### src/rtl/seq_det_pkg.sv
`default_nettype none
// +----------------------------------------------------------------------------+
// | Module   : seq_det_pkg                                                      |
// | Purpose  : Shared defaults and helpers for the parametrised seq detector.   |
// | Revision : 1.0  initial release                                             |
// +----------------------------------------------------------------------------+
package seq_det_pkg;

    localparam int c_DEF_DATA_W  = 3;
    localparam int c_DEF_SEQ_LEN = 7;
    localparam int c_DEF_CNT_W   = 16;

    // Symbol 0 (first expected) in the LSBs: 1,5,6,0,6,6,3
    localparam logic [c_DEF_SEQ_LEN*c_DEF_DATA_W-1:0] c_DEF_RESET_PATTERN = 21'h0F61A9;

    typedef logic [c_DEF_DATA_W-1:0] sym_t;

    function automatic logic [c_DEF_SEQ_LEN*c_DEF_DATA_W-1:0] pack_pattern(
        input sym_t syms [c_DEF_SEQ_LEN]
    );
        logic [c_DEF_SEQ_LEN*c_DEF_DATA_W-1:0] v;
        v = '0;
        for (int i = 0; i < c_DEF_SEQ_LEN; i++) begin
            v[i*c_DEF_DATA_W +: c_DEF_DATA_W] = syms[i];
        end
        return v;
    endfunction

endpackage
`default_nettype wire

### src/rtl/seq_det_history.sv
`default_nettype none
// +----------------------------------------------------------------------------+
// | Module   : seq_det_history                                                  |
// | Purpose  : Symbol history shift register with saturating fill counter.      |
// | Revision : 1.0  initial release                                             |
// +----------------------------------------------------------------------------+
module seq_det_history
    import seq_det_pkg::*;
#(
    parameter int DATA_W  = c_DEF_DATA_W,
    parameter int SEQ_LEN = c_DEF_SEQ_LEN
) (
    input  logic                      clk,
    input  logic                      reset,
    input  logic                      shift_en,
    input  logic                      flush,
    input  logic [DATA_W-1:0]         din,
    output logic [SEQ_LEN*DATA_W-1:0] hist,
    output logic                      fill_ok
);

    localparam int                  c_FILL_W   = $clog2(SEQ_LEN + 1);
    localparam logic [c_FILL_W-1:0] c_FILL_MAX = c_FILL_W'(SEQ_LEN);
    localparam logic [c_FILL_W-1:0] c_FILL_THR = c_FILL_W'(SEQ_LEN - 1);

    logic [SEQ_LEN*DATA_W-1:0] r_hist;
    logic [c_FILL_W-1:0]       r_fill;

    // Newest symbol enters at the top slot; slot 0 holds the oldest.
    always_ff @(posedge clk) begin
        if (reset) begin
            r_hist <= '0;
            r_fill <= '0;
        end else begin
            if (shift_en) begin
                r_hist <= {din, r_hist[SEQ_LEN*DATA_W-1:DATA_W]};
            end
            if (flush) begin
                r_fill <= '0;
            end else if (shift_en && (r_fill != c_FILL_MAX)) begin
                r_fill <= r_fill + 1'b1;
            end
        end
    end

    assign hist    = r_hist;
    assign fill_ok = (r_fill >= c_FILL_THR);

endmodule
`default_nettype wire

### src/rtl/seq_detector_param.sv
`default_nettype none
// +----------------------------------------------------------------------------+
// | Module   : seq_detector_param                                               |
// | Purpose  : Programmable symbol-sequence detector with overlap mode and      |
// |            saturating match counter. Optional macro SEQ_DET_MASK_EN adds    |
// |            per-position don't-care masking (pat_mask input).                |
// | Revision : 1.0  initial release                                             |
// +----------------------------------------------------------------------------+
module seq_detector_param
    import seq_det_pkg::*;
#(
    parameter int                          DATA_W        = c_DEF_DATA_W,
    parameter int                          SEQ_LEN       = c_DEF_SEQ_LEN,
    parameter int                          CNT_W         = c_DEF_CNT_W,
    parameter logic [SEQ_LEN*DATA_W-1:0]   RESET_PATTERN = c_DEF_RESET_PATTERN
) (
    input  logic                         clk,
    input  logic                         reset,
    input  logic [DATA_W-1:0]            data,
    input  logic                         data_valid,
    input  logic                         overlap,
    input  logic                         pat_we,
    input  logic [$clog2(SEQ_LEN)-1:0]   pat_idx,
    input  logic [DATA_W-1:0]            pat_data,
`ifdef SEQ_DET_MASK_EN
    input  logic                         pat_mask,
`endif
    input  logic                         cnt_clr,
    output logic                         sequence_found,
    output logic [CNT_W-1:0]             match_count
);

    localparam int c_IDX_W = $clog2(SEQ_LEN);
    localparam int c_VEC_W = SEQ_LEN * DATA_W;

    logic [c_VEC_W-1:0] r_pattern;
`ifdef SEQ_DET_MASK_EN
    logic [SEQ_LEN-1:0] r_mask;
`endif
    logic [c_VEC_W-1:0] w_hist;
    logic [c_VEC_W-1:0] w_window;
    logic [SEQ_LEN-1:0] w_pos_eq;
    logic               w_fill_ok;
    logic               w_accept;
    logic               w_match;
    logic               w_flush;
    logic               w_unused_oldest;
    logic               r_found;
    logic [CNT_W-1:0]   r_count;

    // A pattern write takes the cycle: the symbol is dropped and no match is evaluated.
    assign w_accept = data_valid & ~pat_we;
    assign w_flush  = pat_we | (w_match & ~overlap);

    seq_det_history #(
        .DATA_W  (DATA_W),
        .SEQ_LEN (SEQ_LEN)
    ) u_history (
        .clk      (clk),
        .reset    (reset),
        .shift_en (w_accept),
        .flush    (w_flush),
        .din      (data),
        .hist     (w_hist),
        .fill_ok  (w_fill_ok)
    );

    // The oldest stored symbol is about to fall out, so it never takes part in a match.
    assign w_window        = {data, w_hist[c_VEC_W-1:DATA_W]};
    assign w_unused_oldest = ^w_hist[DATA_W-1:0];

    always_ff @(posedge clk) begin
        if (reset) begin
            r_pattern <= RESET_PATTERN;
`ifdef SEQ_DET_MASK_EN
            r_mask    <= '0;
`endif
        end else if (pat_we) begin
            for (int j = 0; j < SEQ_LEN; j++) begin
                if (pat_idx == c_IDX_W'(j)) begin
                    r_pattern[j*DATA_W +: DATA_W] <= pat_data;
`ifdef SEQ_DET_MASK_EN
                    r_mask[j]                     <= pat_mask;
`endif
                end
            end
        end
    end

    generate
        for (genvar j = 0; j < SEQ_LEN; j++) begin : g_cmp
`ifdef SEQ_DET_MASK_EN
            assign w_pos_eq[j] = r_mask[j] |
                                 (w_window[j*DATA_W +: DATA_W] == r_pattern[j*DATA_W +: DATA_W]);
`else
            assign w_pos_eq[j] = (w_window[j*DATA_W +: DATA_W] == r_pattern[j*DATA_W +: DATA_W]);
`endif
        end
    endgenerate

    assign w_match = w_accept & w_fill_ok & (&w_pos_eq);

    always_ff @(posedge clk) begin
        if (reset) begin
            r_found <= 1'b0;
            r_count <= '0;
        end else begin
            r_found <= w_match;
            if (cnt_clr) begin
                r_count <= '0;
            end else if (w_match && (r_count != {CNT_W{1'b1}})) begin
                r_count <= r_count + 1'b1;
            end
        end
    end

    assign sequence_found = r_found;
    assign match_count    = r_count;

endmodule
`default_nettype wire

### config.mk
export PLATFORM = sky130hd
export DESIGN_NAME = seq_detector_param
export DESIGN_NICKNAME = d
export VERILOG_FILES = /design/src/rtl/seq_det_pkg.sv /design/src/rtl/seq_det_history.sv /design/src/rtl/seq_detector_param.sv
export SDC_FILE = /design/constraint.sdc
export NUM_CORES = 1
export LEC_CHECK = 0
export CAP_MARGIN = 25
export CORE_UTILIZATION = 50
export CTS_CLUSTER_DIAMETER = 40
export CTS_CLUSTER_SIZE = 24
export DETAILED_ROUTE_END_ITERATION = 10
export PLACE_DENSITY = 0.81
export SLEW_MARGIN = 5
export SYNTH_ARGS = -nofsm -noshare
export SYNTH_HDL_FRONTEND = slang
export SYNTH_SLANG_ARGS = --single-unit
export TNS_END_PERCENT = 10
### constraint.sdc
create_clock -name clk -period 2.1 [get_ports clk]
set_input_delay 0.21 -clock clk [delete_from_list [all_inputs] [get_ports clk]]
set_output_delay 0.21 -clock clk [all_outputs]
set_load 0.03 [all_outputs]
==> flow_metrics.env, run 1 <==
export IMPL_hold_violations=0
export IMPL_tightest_slew_ns=0.385
export IMPL_final_core_util=0.661
export IMPL_hold_buffers=0
export IMPL_p_seq_frac=0.468
export IMPL_gp_congestion=0.828
export IMPL_cellPowerDensity_nw_per_um2=718
export IMPL_p_int_uw=1900
export IMPL_numPortBuffers=31
export IMPL_dieArea_um2=5750
export IMPL_grt_start_max_net_pins=25
export IMPL_cp_end_kind="flop"
export IMPL_max_clock_freq_ghz=0.509
export IMPL_syn_nets=341
export IMPL_cts_path_max_buffers=2
export IMPL_ys_types=38
export IMPL_fp_row_count=26
export IMPL_critPathLaunchType="flop"
export IMPL_yosysSeqAreaShare=0.433
export IMPL_vdd_drop_max_mv=0.556
export IMPL_grt_pass1_wl_um=9800
export IMPL_worstHoldPathCells=3
export IMPL_core_region_area_um2=5170
export IMPL_via_count=2390
export IMPL_period_share=0.935
export IMPL_cts_tree="yes"
export IMPL_synthArstFlopShare=0
export IMPL_skew_ns=0.00706
export IMPL_sw_frac_of_total=0.225
export IMPL_synthTopCellsByArea="dfxtp_1 (43%), xor2_1 (6.7%), nand2_1 (6.6%), a21oi_1 (5.7%), nor2_1 (4.5%)"
export IMPL_synth_top_area_frac=0.433
export IMPL_drtIter0Drc=143
export IMPL_netlist_area_um2=2730
export IMPL_ioPinCount=32
export IMPL_cts_sinks=59
export IMPL_rsz0062_at_grt="true"
export IMPL_worstSkewPairLatency_ns=0.33
export IMPL_ant_nets=0
export IMPL_reg2regPathDepth=9
export IMPL_vias_per_cell=5.41
export IMPL_setup_violations_final=0
export IMPL_power_switching_uw=552
export IMPL_synthTopCellsByCount="dfxtp_1 (59), nand2_1 (48), nor2_1 (33), a21oi_1 (31), xor2_1 (21)"
export IMPL_postPlaceCellArea_um2=3190
export IMPL_drcViolationCount=0
export IMPL_period_needed_ns=1.96
export IMPL_avgSynthCellArea_um2=8.46
export IMPL_n_antenna_cell=0
export IMPL_nets=386
export IMPL_grt_pass1_vias=2169
export IMPL_tns_ns=0
export IMPL_cap_viol_max_count=0
export IMPL_synth_cells=322
export IMPL_initial_core_util=0.527
export IMPL_die_w_um=75.8
export IMPL_cts_setup_buffers=0
export IMPL_relSlewSlack=0.741
export IMPL_track_usage=0.232
export IMPL_final_area_um2=3420
export IMPL_fill_cells=439
export IMPL_critPathArrivalTime_ns=2.23
export IMPL_ys_warn_count=0
export IMPL_whs_ns=0.473
export IMPL_cts_made_buffers=9
export IMPL_drt_pass1_iter_count=4
export IMPL_fp_dieH_um=75.8
export IMPL_routed_wl_um=5970
export IMPL_hp_class="input port to flop"
export IMPL_synth_enable_flop_cells=0
export IMPL_critical_path_required_ns=2.36
export IMPL_root_buffer="clkbuf_8"
export IMPL_power_frac_comb=0.063
export IMPL_drive_above_1_share=0.121
export IMPL_ys_ff_latch=59
export IMPL_syn_to_final_growth_pct=25.4
export IMPL_path_max_fanout=11
export IMPL_h_tree_depth=3
export IMPL_critPathKind="flop to flop"
export IMPL_p_leak_uw=0.00124
export IMPL_clkTransAtPathRegs_ns=0.07
export IMPL_yosys_area_top_type="dfxtp_1"
export IMPL_wl_per_cell_um=13.5
export IMPL_grt_remaining_overflow=0
export IMPL_hpwlAfterDp_um=4310
export IMPL_status="finished clean"
export IMPL_synth_most_common_cell="dfxtp_1"
export IMPL_slew_violations=0
export IMPL_clock_power_share=0.469
export IMPL_antenna_found_initial=0
export IMPL_ys_flop_type="dfxtp_1"
-- flip-flops by register name, indices dropped and copies added (netlist names) --
| register | cells |
|---|---|
| u_history.hist | 18 |
| match_count | 16 |
| u_history.r_fill | 3 |
| sequence_found | 1 |
| r_pattern | 21 |
-- cell usage in the layout, fill, tap and decap left out, types with 2 or more instances in the layout --
cell	count
dfxtp_1	59
nand2_1	48
nor2_1	33
a21oi_1	31
clkdlybuf4s50_1	31
xor2_1	21
buf_4	15
inv_1	12
a211o_1	12
nor4_1	10
clkbuf_8	10
nand3_1	8
nor2b_1	8
mux2i_1	7
nor3_1	6
and3_1	5
nand4_1	5
xnor2_1	5
a21o_1	4
nand4b_1	4
ha_1	4
o21ai_0	3
a31o_2	3
and2_1	2
nor4_2	2
or2_2	2
or3_1	2
a211oi_1	2
nor3_2	2
nor3b_1	2
clkinvlp_4	2
bufinv_16	2
-- power groups by stage --
| stage | combinational (uW) | sequential [uW] | clock [uW] |
|---|---|---|---|
| after floorplan | 84.5 | 1170 | 0 |
| after global placement | 149 | 1170 | 0 |
| after detailed placement | 152 | 1170 | 0 |
| after CTS | 153 | 1150 | 1170 |
| after global routing | 170 | 1150 | 1220 |
| final | 154 | 1150 | 1150 |
-- path summary, 6_finish.rpt --
check                           start            endpoint  slack [ns]
hold reg to reg    u_history.hist[17]  u_history.hist[14]        0.48
setup / recovery  u_history.r_fill[0]      match_count[2]        0.14
hold / removal                data[2]  u_history.hist[20]        0.47
setup reg to reg  u_history.r_fill[0]      match_count[2]        0.14
-- cell families after synthesis --
logic type / Yosys count / synth area share
and+or+nand+nor: 144 / 0.267
xor gates and xnor gates: 26 / 0.0836
AOI/OAI and AO/OA: 58 / 0.137
adders and majority gates: 4 / 0.0184
muxes: 7 / 0.0257
DFF: 59 / 0.433
buffers and inverters: 24 / 0.0344
-- metal layers --
| layer | GRT usage | vias up | part of all wire |
|---|---|---|---|
| met1 | 0.275 | 1122 | 0.46 |
| met2 | 0.398 | 52 | 0.49 |
| met5 | 0 | - | 0 |
| met4 | 0.0864 | 0 | 0.013 |
| met3 | 0.0648 | 9 | 0.040 |
| li1 | - | 1207 | - |
-- critical path, cell delays in order, from the launching register on --
cell and delay [ns]:
dfxtp_1 0.33, inv_1 0.06, ha_1 0.13, o21ai_0 0.13, nor4_2 0.30, nand4_2 0.28
nor3_2 0.23, buf_4 0.20, nand3_1 0.09, a21oi_1 0.15
-- what timing repair did --
action / in CTS / in global routing
endpoints found under the hold margin: 0 / 0
resized for setup: 0 / 1
endpoints found under the setup margin: 0 / 7
-- metrics by stage --
| stage | cells | setup WS, ns | power [uW] |
|---|---|---|---|
| after global placement | 426 | -0.0710 | 1320 |
| after global routing | 442 | -0.0268 | 2540 |
| final | 442 | 0.136 | 2450 |
| after detailed placement | 426 | -0.117 | 1330 |
| after CTS | 442 | 0.0535 | 2470 |
| after floorplan | 322 | 0.316 | 1260 |
-- final cells by class --
type / count / area (um2) / share of cell area
multi-input cells: 239 / 1460 / 0.426
clock inverters: 6 / 88.8 / 0.0260
well taps: 70 / 87.6 / 0.0256
clock buffers: 10 / 138 / 0.0403
inverters: 12 / 45.0 / 0.0132
repair buffers: 46 / 423 / 0.124
flip-flops and latches: 59 / 1180 / 0.346
No activity file was read; power rests on OpenSTA's default activity.
==> inputs of run 2 (changes only) <==
SLEW_MARGIN = 15   (was 5)
==> results of run 2 <==
Same layout as run 1: the final DEF is identical, and so are final timing and power.
